$ cat src/rtl/udma_qspi_cmd_seq_pkg.sv
// SPIM command-word opcodes, sequencer state encoding and command-word packers
// shared between the QSPI read sequencer and the SPIM core.
package udma_qspi_cmd_seq_pkg;

  localparam int unsigned SPIM_WORD_W = 32;

  localparam logic [3:0] SPIM_CMD_CFG       = 4'd0;
  localparam logic [3:0] SPIM_CMD_SOT       = 4'd1;
  localparam logic [3:0] SPIM_CMD_SEND_CMD  = 4'd2;
  localparam logic [3:0] SPIM_CMD_SEND_ADDR = 4'd3;
  localparam logic [3:0] SPIM_CMD_DUMMY     = 4'd4;
  localparam logic [3:0] SPIM_CMD_RX_DATA   = 4'd7;
  localparam logic [3:0] SPIM_CMD_EOT       = 4'd9;

  typedef enum logic [3:0] {
    ST_IDLE,
    ST_CFG,
    ST_SOT,
    ST_CMD,
    ST_ADDR_HDR,
    ST_ADDR_DAT,
    ST_DUMMY,
    ST_RX,
    ST_EOT
  } cmd_seq_state_e;

  // Request fields captured on accept and held for the whole transfer
  typedef struct packed {
    logic [7:0] clkdiv;
    logic [1:0] mode;
    logic [7:0] opcode;
    logic       addr4b;
    logic [4:0] dummy;
    logic       qpi;
    logic [1:0] cs;
  } seq_req_t;

  function automatic logic [SPIM_WORD_W-1:0] spim_cfg_word(input logic [7:0] clkdiv,
                                                           input logic [1:0] mode);
    logic [SPIM_WORD_W-1:0] w;
    w        = '0;
    w[31:28] = SPIM_CMD_CFG;
    w[9:8]   = mode;
    w[7:0]   = clkdiv;
    return w;
  endfunction

  function automatic logic [SPIM_WORD_W-1:0] spim_sot_word(input logic [1:0] cs);
    logic [SPIM_WORD_W-1:0] w;
    w        = '0;
    w[31:28] = SPIM_CMD_SOT;
    w[1:0]   = cs;
    return w;
  endfunction

  function automatic logic [SPIM_WORD_W-1:0] spim_send_cmd_word(input logic       qpi,
                                                                input logic [7:0] opcode);
    logic [SPIM_WORD_W-1:0] w;
    w        = '0;
    w[31:28] = SPIM_CMD_SEND_CMD;
    w[27]    = qpi;
    w[19:16] = 4'd7;
    w[7:0]   = opcode;
    return w;
  endfunction

  function automatic logic [SPIM_WORD_W-1:0] spim_send_addr_word(input logic qpi,
                                                                 input logic addr4b);
    logic [SPIM_WORD_W-1:0] w;
    w        = '0;
    w[31:28] = SPIM_CMD_SEND_ADDR;
    w[27]    = qpi;
    w[20:16] = addr4b ? 5'd31 : 5'd23;
    return w;
  endfunction

  function automatic logic [SPIM_WORD_W-1:0] spim_dummy_word(input logic [4:0] dummy);
    logic [SPIM_WORD_W-1:0] w;
    w        = '0;
    w[31:28] = SPIM_CMD_DUMMY;
    w[20:16] = dummy - 5'd1;
    return w;
  endfunction

  function automatic logic [SPIM_WORD_W-1:0] spim_rx_word(input logic        qpi,
                                                          input logic [15:0] len_m1);
    logic [SPIM_WORD_W-1:0] w;
    w        = '0;
    w[31:28] = SPIM_CMD_RX_DATA;
    w[27]    = qpi;
    w[15:0]  = len_m1;
    return w;
  endfunction

  function automatic logic [SPIM_WORD_W-1:0] spim_eot_word(input logic evt);
    logic [SPIM_WORD_W-1:0] w;
    w        = '0;
    w[31:28] = SPIM_CMD_EOT;
    w[0]     = evt;
    return w;
  endfunction

endpackage

$ cat src/rtl/udma_qspi_cmd_seq.sv
// Flash read sequencer: turns (addr, len, cs) requests into SPIM command words,
// one SOT..EOT frame per MAX_BURST chunk. UDMA_QSPI_CMD_SEQ_CFG_CACHE_EN skips repeated CFG words.
module udma_qspi_cmd_seq
  import udma_qspi_cmd_seq_pkg::*;
#(
  parameter int unsigned LEN_W     = 16,
  parameter int unsigned MAX_BURST = 256,
  parameter logic        EOT_EVT   = 1'b1
) (
  input  logic             sys_clk_i,
  input  logic             rstn_i,
  input  logic             req_valid_i,
  output logic             req_ready_o,
  input  logic [31:0]      req_addr_i,
  input  logic [LEN_W-1:0] req_len_i,
  input  logic [1:0]       req_cs_i,
  input  logic [7:0]       cfg_clkdiv_i,
  input  logic [1:0]       cfg_mode_i,
  input  logic [7:0]       cfg_opcode_i,
  input  logic             cfg_addr4b_i,
  input  logic [4:0]       cfg_dummy_i,
  input  logic             cfg_qpi_i,
  output logic [31:0]      cmd_o,
  output logic             cmd_valid_o,
  input  logic             cmd_ready_i,
  input  logic             clr_i,
  output logic             busy_o,
  output logic             done_o
);

  cmd_seq_state_e   state_q, state_d;
  seq_req_t         req_q, req_d;
  logic [31:0]      addr_q, addr_d;
  logic [LEN_W-1:0] rem_q, rem_d;
  logic             abort_q, abort_d;
  logic [31:0]      cmd_q, cmd_d;
  logic             cmd_valid_q, cmd_valid_d;
  logic             busy_q, busy_d;
  logic             done_q, done_d;
  logic             req_ready_q, req_ready_d;

  logic             hs;
  logic             req_acc;
  logic             stop;
  logic             cfg_hit;
  logic [31:0]      chunk_cur;
  logic [31:0]      chunk_nxt;

  function automatic logic [31:0] chunk_of(input logic [LEN_W-1:0] rem);
    logic [31:0] r;
    r = 32'(rem);
    return (r > 32'(MAX_BURST)) ? 32'(MAX_BURST) : r;
  endfunction

  assign hs        = cmd_valid_q & cmd_ready_i;
  assign req_acc   = req_valid_i & req_ready_q;
  assign stop      = abort_q | clr_i;
  assign chunk_cur = chunk_of(rem_q);
  assign chunk_nxt = chunk_of(rem_d);

`ifdef UDMA_QSPI_CMD_SEQ_CFG_CACHE_EN
  // Last {clkdiv,mode} actually accepted by the SPIM
  logic       cache_vld_q;
  logic [9:0] cache_q;

  assign cfg_hit = cache_vld_q & (cache_q == {cfg_clkdiv_i, cfg_mode_i});

  always_ff @(posedge sys_clk_i) begin
    if (!rstn_i) begin
      cache_vld_q <= 1'b0;
      cache_q     <= '0;
    end else if (state_q == ST_CFG && hs) begin
      cache_vld_q <= 1'b1;
      cache_q     <= {req_q.clkdiv, req_q.mode};
    end
  end
`else
  assign cfg_hit = 1'b0;
`endif

  always_ff @(posedge sys_clk_i) begin
    if (!rstn_i) state_q <= ST_IDLE;
    else         state_q <= state_d;
  end

  // Next state plus request/address/length bookkeeping
  always_comb begin
    state_d = state_q;
    req_d   = req_q;
    addr_d  = addr_q;
    rem_d   = rem_q;
    abort_d = abort_q;
    done_d  = 1'b0;
    unique case (state_q)
      ST_IDLE: begin
        abort_d = 1'b0;
        if (req_acc) begin
          req_d.clkdiv = cfg_clkdiv_i;
          req_d.mode   = cfg_mode_i;
          req_d.opcode = cfg_opcode_i;
          req_d.addr4b = cfg_addr4b_i;
          req_d.dummy  = cfg_dummy_i;
          req_d.qpi    = cfg_qpi_i;
          req_d.cs     = req_cs_i;
          addr_d       = req_addr_i;
          rem_d        = req_len_i;
          if (req_len_i == '0) done_d  = 1'b1;
          else if (cfg_hit)    state_d = ST_SOT;
          else                 state_d = ST_CFG;
        end
      end
      ST_CFG: begin
        if (clr_i)   state_d = ST_IDLE;
        else if (hs) state_d = ST_SOT;
      end
      // Once SOT is taken, chip select must be released by an EOT even when aborting
      ST_SOT: begin
        abort_d = clr_i;
        if (hs)         state_d = clr_i ? ST_EOT : ST_CMD;
        else if (clr_i) state_d = ST_IDLE;
      end
      ST_CMD, ST_ADDR_HDR, ST_ADDR_DAT, ST_DUMMY, ST_RX: begin
        abort_d = stop;
        if (hs) begin
          if (stop) state_d = ST_EOT;
          else begin
            unique case (state_q)
              ST_CMD:      state_d = ST_ADDR_HDR;
              ST_ADDR_HDR: state_d = ST_ADDR_DAT;
              ST_ADDR_DAT: state_d = (req_q.dummy != 5'd0) ? ST_DUMMY : ST_RX;
              ST_DUMMY:    state_d = ST_RX;
              default:     state_d = ST_EOT;
            endcase
          end
        end
      end
      ST_EOT: begin
        abort_d = stop;
        if (hs) begin
          addr_d = addr_q + chunk_cur;
          rem_d  = rem_q - LEN_W'(chunk_cur);
          if (stop || rem_d == '0) begin
            state_d = ST_IDLE;
            done_d  = ~stop;
          end else begin
            state_d = ST_SOT;
          end
        end
      end
      default: state_d = ST_IDLE;
    endcase
  end

  // Word for the state being entered; unchanged inputs keep it stable while stalled
  always_comb begin
    cmd_d       = '0;
    cmd_valid_d = (state_d != ST_IDLE);
    busy_d      = (state_d != ST_IDLE);
    req_ready_d = (state_d == ST_IDLE);
    unique case (state_d)
      ST_CFG:      cmd_d = spim_cfg_word(req_d.clkdiv, req_d.mode);
      ST_SOT:      cmd_d = spim_sot_word(req_d.cs);
      ST_CMD:      cmd_d = spim_send_cmd_word(req_d.qpi, req_d.opcode);
      ST_ADDR_HDR: cmd_d = spim_send_addr_word(req_d.qpi, req_d.addr4b);
      ST_ADDR_DAT: cmd_d = req_d.addr4b ? addr_d : {8'h00, addr_d[23:0]};
      ST_DUMMY:    cmd_d = spim_dummy_word(req_d.dummy);
      ST_RX:       cmd_d = spim_rx_word(req_d.qpi, 16'(chunk_nxt - 32'd1));
      ST_EOT:      cmd_d = spim_eot_word(EOT_EVT);
      default:     cmd_d = '0;
    endcase
  end

  always_ff @(posedge sys_clk_i) begin
    if (!rstn_i) begin
      req_q       <= '0;
      addr_q      <= '0;
      rem_q       <= '0;
      abort_q     <= 1'b0;
      cmd_q       <= '0;
      cmd_valid_q <= 1'b0;
      busy_q      <= 1'b0;
      done_q      <= 1'b0;
      req_ready_q <= 1'b0;
    end else begin
      req_q       <= req_d;
      addr_q      <= addr_d;
      rem_q       <= rem_d;
      abort_q     <= abort_d;
      cmd_q       <= cmd_d;
      cmd_valid_q <= cmd_valid_d;
      busy_q      <= busy_d;
      done_q      <= done_d;
      req_ready_q <= req_ready_d;
    end
  end

  assign cmd_o       = cmd_q;
  assign cmd_valid_o = cmd_valid_q;
  assign busy_o      = busy_q;
  assign done_o      = done_q;
  assign req_ready_o = req_ready_q;

endmodule

$ cat config.mk
export PLATFORM = sky130hd
export DESIGN_NAME = udma_qspi_cmd_seq
export DESIGN_NICKNAME = d
export VERILOG_FILES = /design/src/rtl/udma_qspi_cmd_seq_pkg.sv /design/src/rtl/udma_qspi_cmd_seq.sv
export SDC_FILE = /design/constraint.sdc
export NUM_CORES = 1
export LEC_CHECK = 0
export ABC_CLOCK_PERIOD_IN_PS = 8350
export CAP_MARGIN = 20
export CORE_ASPECT_RATIO = 1.1
export CORE_MARGIN = 2
export CORE_UTILIZATION = 50
export CTS_CLUSTER_DIAMETER = 80
export DETAILED_ROUTE_END_ITERATION = 10
export GPL_TIMING_DRIVEN = 1
export PLACE_DENSITY = 0.81
export REMOVE_ABC_BUFFERS = 1
export SLEW_MARGIN = 40
export SYNTH_ARGS = -nofsm -noshare
export SYNTH_HDL_FRONTEND = slang
export SYNTH_SLANG_ARGS = --single-unit
$ cat constraint.sdc
create_clock -name sys_clk_i -period 8.35 [get_ports sys_clk_i]
set_input_delay 1.67 -clock sys_clk_i [delete_from_list [all_inputs] [get_ports sys_clk_i]]
set_output_delay 1.67 -clock sys_clk_i [all_outputs]
set_load 0.02 [all_outputs]
==> flow_metrics.env, run 1 <==
export IMPL_grt_met2_usage=0.489
export IMPL_start_kind="primary input"
export IMPL_synth_simple_area_share=0.240
export IMPL_synthFlopType="sky130_fd_sc_hd__dfxtp_1"
export IMPL_max_slew_worst_pin_slew_ps=789
export IMPL_ys_seq_elements=115
export IMPL_grtUsageMet1=0.396
export IMPL_grt_max_degree=48
export IMPL_worst_path_largest_cell_delay_ps=730
export IMPL_syn_instance_count=899
export IMPL_headroom_to_the_max_slew_limit=0.474
export IMPL_ctsRootBufferMaster="sky130_fd_sc_hd__clkbuf_16"
export IMPL_power_per_cell_area_nw_per_um2=185
export IMPL_viasPerCell=6.37
export IMPL_cts_clk_pin_slew_worst_paths_ps=50
export IMPL_timing_setup_critical_path_class="in -> reg"
export IMPL_cp_arrival_ps=5780
export IMPL_numPortBuffers=115
export IMPL_worst_skew_pair_late_latency_ps=420
export IMPL_numClockSinks=115
export IMPL_period_needed_ps=5430
export IMPL_status="complete, no violations"
export IMPL_place_ws_ps=2650
export IMPL_route_detailed_drc=0
export IMPL_post_synth_cell_area_avg_um2=7.96
export IMPL_fin_worst_skew_ps=11.5
export IMPL_drtIter0Drc=984
export IMPL_num_io_pins=116
export IMPL_hold_fix_buffer_count_after_cts=0
export IMPL_synth_compound_area_share=0.273
export IMPL_crit_chain="clkdlybuf4s50_1 > nand2_1 > nor2_1 > a22oi_1 > o22ai_1 > a31oi_1 > and4b_1 > nand2_1 > ha_1 > and4_1 > and3_1 > nand4_1 > o21a_1 > nor2_1"
export IMPL_worst_path_max_fanout=17
export IMPL_met3_usage=0.0599
export IMPL_finish_utilization=0.645
export IMPL_worstReg2RegStart="rem_q[10]"
export IMPL_drv_cap=0
export IMPL_cts_max_level=4
export IMPL_ff2ff_setup_slack_ps=3670
export IMPL_syn_to_final_growth_pct=25.4
export IMPL_average_routed_wire_per_standard_cell_um=19.8
export IMPL_synth_cell_area_um2=7150
export IMPL_post_synth_fa_ha_maj_area_fraction=0.0378
export IMPL_die_height_um=129
export IMPL_maxSlewViolCount=0
export IMPL_std_cell_rows=45
export IMPL_synth_seq_area_share=0.322
export IMPL_cts_buffers=17
export IMPL_power_leakage_nw=3.56
export IMPL_floorplan_die_area_um2=15300
export IMPL_ys_warn_count=0
export IMPL_power_mw=1.66
export IMPL_start_util=0.514
export IMPL_drt_wl_total_mm=23.6
export IMPL_critPathSlowestCell="sky130_fd_sc_hd__clkdlybuf4s50_1"
export IMPL_postRouteAntennaNets=0
export IMPL_grt_overflow_total=0
export IMPL_achievable_frequency_ghz=0.184
export IMPL_place_congestion=0.947
export IMPL_grt_setup_unrepaired="no"
export IMPL_yosys_area_share_xor_xnor=0.0306
export IMPL_post_route_cells_drive_above_1_share=0.0649
export IMPL_worstHoldEndpoint="req_q[16]"
export IMPL_min_period_over_period=0.650
export IMPL_groute_usage_overall=0.306
export IMPL_post_cts_resize_count=0
export IMPL_holdCritStartpoint="req_q[16]"
export IMPL_clock_path_buffers=2
export IMPL_share_of_flip_flops_with_an_asynchronous_set_or_reset_after_synthesis=0
export IMPL_antennaDiodeCount=0
export IMPL_synth_mux_area_frac=0.0479
export IMPL_rr_endpoint="cmd_o[14]"
export IMPL_hold_wc_path_type="reg -> reg"
export IMPL_setup_viol_count_final=0
export IMPL_grt_pass1_wl_mm=36.7
export IMPL_critical_path_required_ps=8690
export IMPL_fin_hold_ws_ps=464
export IMPL_drt_pre_antenna_iters=5
export IMPL_via_count_of_the_routed_design=7571
export IMPL_netlist_cell_type_count=85
export IMPL_final_hold_viol_count=0
export IMPL_design_core_area_um2=13900
export IMPL_post_cts_setup_buffers=0
export IMPL_via_count_of_the_first_global_routing_pass=6884
export IMPL_final_nets=1089
export IMPL_grt_busiest_layer="met2"
export IMPL_chipWidth_um=118
export IMPL_detailedPlacementHpwl_mm=16.3
export IMPL_hold_path_cell_count=2
export IMPL_peakVddDrop_mv=0.133
export IMPL_grt_antenna_before_repair=0
export IMPL_tritoncts="built"
export IMPL_endpoint_kind="register"
export IMPL_dominant_combinational_cell_family_by_area_after_synthesis="compound AO/OA/AOI/OAI gates"
export IMPL_fin_tns_setup_ps=0
export IMPL_reg2regPathDepth=17
export IMPL_setup_ws_ps=2920
export IMPL_edff_count_synth=0
## worst max-delay path by stage
stage	from	to	cells after the start
floorplan	state_q[0]	cmd_o[12]	14
global placement	req_valid_i	cmd_o[12]	14
detailed placement	req_valid_i	cmd_o[14]	14
CTS	req_valid_i	cmd_o[14]	14
global route	req_valid_i	cmd_o[14]	14
finish	req_valid_i	cmd_o[14]	14
## where the power goes
group          leakage, nW  switching (mW)  internal (mW)
clock network        0.276           0.261          0.462
logic                 2.35           0.193          0.145
registers            0.935          0.0258          0.572
total                 3.56           0.481           1.18
## Yosys cell counts, drive strengths merged (6+ instances only)
cell type / number / area, µm²
nor3: 23 / 126
nand2: 65 / 254
and3: 24 / 155
o2bb2ai: 6 / 52.6
a21boi: 7 / 52.6
nor2: 123 / 472
xnor2: 14 / 123
and2: 20 / 125
a22oi: 12 / 90.1
buf: 11 / 82.6
a211oi: 16 / 120
nor4: 16 / 100
o21ai: 44 / 224
o21a: 12 / 97.6
ha: 20 / 250
mux2i: 32 / 320
o22a: 8 / 70.1
dfxtp: 115 / 2300
or3: 7 / 43.8
a221oi: 8 / 82.6
o22ai: 25 / 156
a21oi: 62 / 310
inv: 17 / 63.8
clkbuf: 51 / 191
a31oi: 19 / 119
a21o: 14 / 105
xor2: 11 / 96.3
o221ai: 8 / 70.1
nand3: 18 / 90.1
nand4: 6 / 37.5
## sequential cells by signal (all words and copies together), names as in the netlist
name and count:
state_q 4, done_o 1, cmd_o 32, addr_q 32, busy_o 1, abort_q 1
req_q 27, req_ready_o 1, rem_q 16
## layout make-up
cell class / count / area [µm²]
clock buffers: 24 / 482
clock inverters: 8 / 101
fillers: 1186 / 4940
inverters: 17 / 63.8
multi-input cells: 712 / 4560
flip-flops and latches: 115 / 2300
well taps: 188 / 235
repair buffers: 125 / 1230
## placed cells by master, fill, tap and decap left out, types with 8 or more instances in the layout
| master | instances |
|---|---|
| sky130_fd_sc_hd__xnor2_1 | 14 |
| sky130_fd_sc_hd__a21oi_1 | 62 |
| sky130_fd_sc_hd__buf_4 | 10 |
| sky130_fd_sc_hd__a22oi_1 | 12 |
| sky130_fd_sc_hd__a21o_1 | 14 |
| sky130_fd_sc_hd__and3_1 | 23 |
| sky130_fd_sc_hd__ha_1 | 20 |
| sky130_fd_sc_hd__mux2i_1 | 32 |
| sky130_fd_sc_hd__o21ai_0 | 36 |
| sky130_fd_sc_hd__dfxtp_1 | 115 |
| sky130_fd_sc_hd__a211oi_1 | 16 |
| sky130_fd_sc_hd__o22ai_1 | 25 |
| sky130_fd_sc_hd__nor4_1 | 16 |
| sky130_fd_sc_hd__xor2_1 | 11 |
| sky130_fd_sc_hd__inv_1 | 17 |
| sky130_fd_sc_hd__o21a_1 | 11 |
| sky130_fd_sc_hd__a31oi_1 | 19 |
| sky130_fd_sc_hd__nor3_1 | 21 |
| sky130_fd_sc_hd__o221ai_1 | 8 |
| sky130_fd_sc_hd__nand2_1 | 62 |
| sky130_fd_sc_hd__nor2_1 | 121 |
| sky130_fd_sc_hd__nand3_1 | 18 |
| sky130_fd_sc_hd__conb_1 | 9 |
| sky130_fd_sc_hd__clkdlybuf4s50_1 | 115 |
| sky130_fd_sc_hd__o22a_1 | 8 |
| sky130_fd_sc_hd__and2_1 | 20 |
| sky130_fd_sc_hd__clkbuf_16 | 17 |
## per-layer routing
| layer | wire (µm) | up-vias |
|---|---|---|
| met5 | 0 | - |
| met2 | 10600 | 445 |
| li1 | - | 3516 |
| met4 | 1070 | 0 |
| met3 | 2050 | 87 |
| met1 | 9840 | 3523 |
## cell families after synthesis
| logic type | Yosys count |
|---|---|
| multiplexers | 34 |
| XOR/XNOR | 25 |
| AO/OA/AOI/OAI | 284 |
| flip-flops | 115 |
| other | 2 |
| AND/OR/NAND/NOR | 339 |
| adder cells (fa/ha/maj) | 21 |
| buffers and inverters | 79 |
## critical path, delay by kind of cell
| kind | cells | cell delay [ps] |
|---|---|---|
| compound gates | 4 | 650 |
| fa+ha+maj | 1 | 270 |
| buf+inv | 1 | 730 |
| simple gates | 8 | 2440 |
## per-stage QoR
stage / std cells / cell area [µm²]
3_3_place_gp: 1157 / 8370
2_1_floorplan: 844 / 6910
5_1_grt: 1189 / 8970
6_report: 1189 / 8970
4_1_cts: 1189 / 8960
3_5_place_dp: 1157 / 8380
Power figures use the tool's default switching activity.
==> run 2: changes to the inputs <==
ABC_CLOCK_PERIOD_IN_PS = 4900   (was 8350)
CORE_UTILIZATION = 49   (was 50)
PLACE_DENSITY = 0.83   (was 0.81)
clock period = 4.9 ns   (was 8.35 ns; I/O delays follow)
==> flow_metrics.env, run 2 (synthesis results as in run 1) <==
export IMPL_cp_arrival_ps=4800
export IMPL_period_needed_ps=4490
export IMPL_headroom_to_the_max_slew_limit=0.493
export IMPL_power_per_cell_area_nw_per_um2=302
export IMPL_achievable_frequency_ghz=0.223
export IMPL_via_count_of_the_routed_design=7609
export IMPL_chipWidth_um=119
export IMPL_final_cells=1214
export IMPL_min_period_over_period=0.916
export IMPL_cts_clk_pin_slew_worst_paths_ps=50
export IMPL_max_slew_worst_pin_slew_ps=756
export IMPL_post_cts_resize_count=0
export IMPL_std_cell_rows=46
export IMPL_num_io_pins=116
export IMPL_grt_busiest_layer="met2"
export IMPL_antennaDiodeCount=0
export IMPL_timing_setup_critical_path_class="reg -> reg"
export IMPL_layout_commonest_cell="sky130_fd_sc_hd__nor2_1"
export IMPL_die_height_um=131
export IMPL_crit_chain="or3_1 > nand2b_1 > o21ai_0 > ha_1 > o32ai_1 > a22o_1 > o211ai_1 > nand4b_1 > nor3b_2 > o21ai_2 > or2_1 > ha_1 > and4_1 > and3_1 > nand4_1 > o21a_1 > nor2_1"
export IMPL_drt_wl_total_mm=24.0
export IMPL_via_count_of_the_first_global_routing_pass=7039
export IMPL_place_congestion=0.963
export IMPL_design_core_area_um2=14300
export IMPL_grt_pass1_wl_mm=37.5
export IMPL_cts_buffers=17
export IMPL_endpoint_kind="register"
export IMPL_grt_overflow_total=0
export IMPL_ctsRootBufferMaster="sky130_fd_sc_hd__clkbuf_16"
export IMPL_grt_met2_usage=0.511
export IMPL_grt_antenna_before_repair=0
export IMPL_postRouteAntennaNets=0
export IMPL_post_route_cells_drive_above_1_share=0.0861
export IMPL_drt_pre_antenna_iters=7
export IMPL_hold_wc_path_type="reg -> reg"
export IMPL_drv_cap=0
export IMPL_critical_path_required_ps=5210
export IMPL_floorplan_die_area_um2=15600
export IMPL_detailedPlacementHpwl_mm=17.4
export IMPL_worst_skew_pair_late_latency_ps=430
export IMPL_clock_path_buffers=2
export IMPL_worst_path_largest_cell_delay_ps=510
export IMPL_start_kind="register"
export IMPL_fin_worst_skew_ps=10.1
export IMPL_power_leakage_nw=3.66
export IMPL_tritoncts="built"
export IMPL_viasPerCell=6.27
export IMPL_setup_viol_count_final=0
export IMPL_route_detailed_drc=0
export IMPL_final_hold_viol_count=0
export IMPL_groute_usage_overall=0.310
export IMPL_fin_tns_setup_ps=0
export IMPL_drtIter0Drc=930
export IMPL_mostFrequentLayoutCells="121 x sky130_fd_sc_hd__nor2_1, 115 x sky130_fd_sc_hd__dfxtp_1, 115 x sky130_fd_sc_hd__clkdlybuf4s50_1"
export IMPL_most_common_cell_type_on_the_critical_path="sky130_fd_sc_hd__ha_1"
export IMPL_grt_max_degree=46
export IMPL_numPortBuffers=115
export IMPL_hold_fix_buffer_count_after_cts=0
export IMPL_critPathSlowestCell="sky130_fd_sc_hd__or3_1"
export IMPL_numClockSinks=115
export IMPL_start_util=0.499
export IMPL_place_detailed_instances=1184
export IMPL_final_nets=1112
export IMPL_peakVddDrop_mv=0.217
export IMPL_fin_hold_ws_ps=463
export IMPL_met3_usage=0.0608
export IMPL_grtUsageMet1=0.395
export IMPL_worst_path_max_fanout=9
export IMPL_post_cts_setup_buffers=0
export IMPL_average_routed_wire_per_standard_cell_um=19.7
export IMPL_maxSlewViolCount=0
export IMPL_syn_to_final_growth_pct=27.1
export IMPL_grt_setup_unrepaired="no"
export IMPL_status="complete, no violations"
export IMPL_cts_max_level=4
[run 2: cell types whose count changed in the layout (fill, tap and decap cells not counted), sizes merged]
cell / previous run / this run
buf: 10 / 33
clkbuf: 24 / 20
clkinv: 3 / 7
bufinv: 2 / 1
clkinvlp: 3 / 2
[run 2: per-stage QoR]
stage / total power, mW / utilization / area [µm²] / setup WS (ps)
detailed placement: 1.60 / 0.597 / 8550 / 331
global placement: 1.60 / 0.597 / 8550 / 368
global route: 2.85 / 0.634 / 9090 / 134
floorplan: 1.39 / - / 6910 / -507
CTS: 2.73 / 0.634 / 9090 / 504
finish: 2.75 / 0.634 / 9090 / 411
[run 2: worst paths after layout]
check / startpoint / end / slack, ps / cells past startpoint
hold reg to reg: req_q[16] / req_q[16] / 460 / 2
setup / recovery: rem_q[10] / cmd_o[12] / 410 / 17
hold / removal: req_q[16] / req_q[16] / 460 / 2
setup reg to reg: rem_q[10] / cmd_o[12] / 410 / 17
[run 2: layout make-up]
type	count	area (µm²)
fill	1238	5240
multi-input combinational	712	4550
sequential	115	2300
timing repair buffer	148	1400
clock buffer	20	447
tap	192	240
clock inverter	10	87.6
inverter	17	63.8
[run 2: routing by layer]
| layer | up-vias | wire [µm] |
|---|---|---|
| li1 | 3559 | - |
| met3 | 71 | 2140 |
| met2 | 417 | 11100 |
| met4 | 0 | 863 |
| met1 | 3562 | 9890 |
| met5 | - | 0 |
[run 2: where the power goes]
part	total [mW]	internal, mW	switching (mW)
clock	1.14	0.698	0.443
sequential	1.02	0.975	0.0453
combinational	0.587	0.257	0.330
[run 2: critical path, delay by kind of cell (launching register included)]
family | cells | cell delay, ps
adder cells (fa/ha/maj) | 2 | 580
AO/OA/AOI/OAI | 6 | 1150
flip-flops | 1 | 370
AND/OR/NAND/NOR | 9 | 2290
==> run 3: changes to the inputs <==
--- a/config.mk
+++ b/config.mk
@@ -8,3 +8,2 @@
 export ABC_CLOCK_PERIOD_IN_PS = 4900
-export CAP_MARGIN = 20
 export CORE_ASPECT_RATIO = 1.1
==> constraint.sdc (replaced) <==
create_clock -name sys_clk_i -period 4.9 [get_ports sys_clk_i]
set_input_delay 0.49 -clock sys_clk_i [delete_from_list [all_inputs] [get_ports sys_clk_i]]
set_output_delay 0.49 -clock sys_clk_i [all_outputs]
set_load 0.02 [all_outputs]
==> flow_metrics.env, run 3 (synthesis results as in run 1) <==
export IMPL_status="complete, no violations"
export IMPL_hold_wc_path_type="reg -> reg"
export IMPL_most_common_cell_type_on_the_critical_path="sky130_fd_sc_hd__ha_1"
export IMPL_grt_overflow_total=0
export IMPL_route_detailed_drc=0
export IMPL_final_cells=1208
export IMPL_grt_setup_unrepaired="no"
export IMPL_achievable_frequency_ghz=0.221
export IMPL_syn_to_final_growth_pct=26.9
export IMPL_worstReg2RegStart="rem_q[10]"
export IMPL_max_slew_worst_pin_slew_ps=806
export IMPL_start_util=0.499
export IMPL_viasPerCell=6.40
export IMPL_numPortBuffers=115
export IMPL_worstSetupStartpoint="rem_q[10]"
export IMPL_critical_path_required_ps=5210
export IMPL_worstPathBufferInverterCount=0
export IMPL_floorplan_die_area_um2=15600
export IMPL_headroom_to_the_max_slew_limit=0.458
export IMPL_grt_antenna_before_repair=0
export IMPL_clock_path_buffers=2
export IMPL_postRouteAntennaNets=0
export IMPL_layout_commonest_cell="sky130_fd_sc_hd__nor2_1"
export IMPL_power_per_cell_area_nw_per_um2=310
export IMPL_endpoint_kind="register"
export IMPL_die_height_um=131
export IMPL_place_detailed_instances=1178
export IMPL_cp_arrival_ps=4840
export IMPL_fin_worst_skew_ps=8.98
export IMPL_power_leakage_nw=3.64
export IMPL_critPathSlowestCell="sky130_fd_sc_hd__or3_1"
export IMPL_design_core_area_um2=14300
export IMPL_peakVddDrop_mv=0.236
export IMPL_drv_cap=0
export IMPL_final_nets=1106
export IMPL_ff_latch_area_um2=2300
export IMPL_cts_max_level=4
export IMPL_drtIter0Drc=948
export IMPL_std_cell_rows=46
export IMPL_place_congestion=0.993
export IMPL_setup_viol_count_final=0
export IMPL_maxSlewViolCount=0
export IMPL_mostFrequentLayoutCells="121 x sky130_fd_sc_hd__nor2_1, 115 x sky130_fd_sc_hd__dfxtp_1, 115 x sky130_fd_sc_hd__clkdlybuf4s50_1"
export IMPL_average_routed_wire_per_standard_cell_um=20.1
export IMPL_fin_hold_ws_ps=455
export IMPL_power_mw=2.81
export IMPL_num_io_pins=116
export IMPL_chipWidth_um=119
export IMPL_hold_fix_buffer_count_after_cts=0
export IMPL_ctsRootBufferMaster="sky130_fd_sc_hd__clkbuf_16"
export IMPL_post_route_cells_drive_above_1_share=0.0807
export IMPL_cts_buffers=17
export IMPL_finish_utilization=0.634
export IMPL_grt_pass1_wl_mm=38.0
export IMPL_groute_usage_overall=0.312
export IMPL_layout_filler_cells=1217
export IMPL_detailedPlacementHpwl_mm=17.1
export IMPL_final_hold_viol_count=0
export IMPL_antennaDiodeCount=0
export IMPL_tritoncts="built"
export IMPL_multi_input_comb_area_um2=4550
export IMPL_worst_skew_pair_late_latency_ps=430
export IMPL_crit_chain="or3_1 > nand2b_1 > o21ai_0 > ha_1 > o32ai_1 > a22o_1 > o211ai_1 > nand4b_1 > nor3b_2 > o21ai_2 > or2_1 > ha_1 > and4_1 > and3_1 > nand4_1 > o21a_1 > nor2_1"
export IMPL_crit_family="simple AND/OR/NAND/NOR gates"
export IMPL_timing_setup_critical_path_class="reg -> reg"
export IMPL_post_cts_resize_count=0
export IMPL_worst_path_max_fanout=9
export IMPL_period_needed_ps=4530
export IMPL_via_count_of_the_routed_design=7734
export IMPL_holdCritStartpoint="req_q[16]"
export IMPL_numClockSinks=115
export IMPL_min_period_over_period=0.924
export IMPL_drt_wl_total_mm=24.3
export IMPL_start_kind="register"
export IMPL_worst_path_largest_cell_delay_ps=510
export IMPL_via_count_of_the_first_global_routing_pass=7325
export IMPL_post_cts_setup_buffers=0
export IMPL_grt_max_degree=31
export IMPL_cts_clk_pin_slew_worst_paths_ps=50
export IMPL_drt_pre_antenna_iters=6
[run 3: through the flow]
stage	worst slack [ps]	cell area (µm²)	TNS, ps
2_1_floorplan	-507	6910	-3340
5_1_grt	113	9080	0
3_5_place_dp	506	8510	0
3_3_place_gp	653	8510	0
6_report	371	9080	0
4_1_cts	457	9070	0
[run 3: worst register-to-register path, cell delays in order (launching register included)]
cell and delay (ps):
sky130_fd_sc_hd__dfxtp_1 370, sky130_fd_sc_hd__or3_1 510, sky130_fd_sc_hd__nand2b_1 400, sky130_fd_sc_hd__o21ai_0 360, sky130_fd_sc_hd__ha_1 310, sky130_fd_sc_hd__o32ai_1 140
sky130_fd_sc_hd__a22o_1 280, sky130_fd_sc_hd__o211ai_1 130, sky130_fd_sc_hd__nand4b_1 260, sky130_fd_sc_hd__nor3b_2 250, sky130_fd_sc_hd__o21ai_2 110, sky130_fd_sc_hd__or2_1 240
sky130_fd_sc_hd__ha_1 260, sky130_fd_sc_hd__and4_1 210, sky130_fd_sc_hd__and3_1 190, sky130_fd_sc_hd__nand4_1 200, sky130_fd_sc_hd__o21a_1 160, sky130_fd_sc_hd__nor2_1 40
[run 3: area by class of cell]
type / instances / area share
clock buffers: 20 / 0.0503
clock inverters: 10 / 0.0121
inverters: 17 / 0.00703
multi-input cells: 712 / 0.501
flip-flops and latches: 115 / 0.254
well taps: 192 / 0.0265
repair buffers: 142 / 0.149
[run 3: power by group]
part           switching [mW]  internal, mW  leakage, nW
Combinational           0.335         0.254         2.43
Clock                   0.444         0.762        0.270
Sequential             0.0441         0.975        0.935
Total                   0.823          1.99         3.64
[run 3: worst paths after layout]
check / slack (ps) / depth (start not counted) / to
worst max-delay path: 370 / 17 / cmd_o[14]
worst min-delay path: 450 / 2 / req_q[16]
worst max register to register: 370 / 17 / cmd_o[14]
worst min register to register: 450 / 2 / req_q[16]
[run 3: per-layer routing]
layer	up-vias	global-route usage	routed length, µm
li1	3545	-	-
met4	0	0.187	1120
met3	102	0.0738	2410
met2	513	0.503	11200
met5	-	0	0
met1	3574	0.383	9630
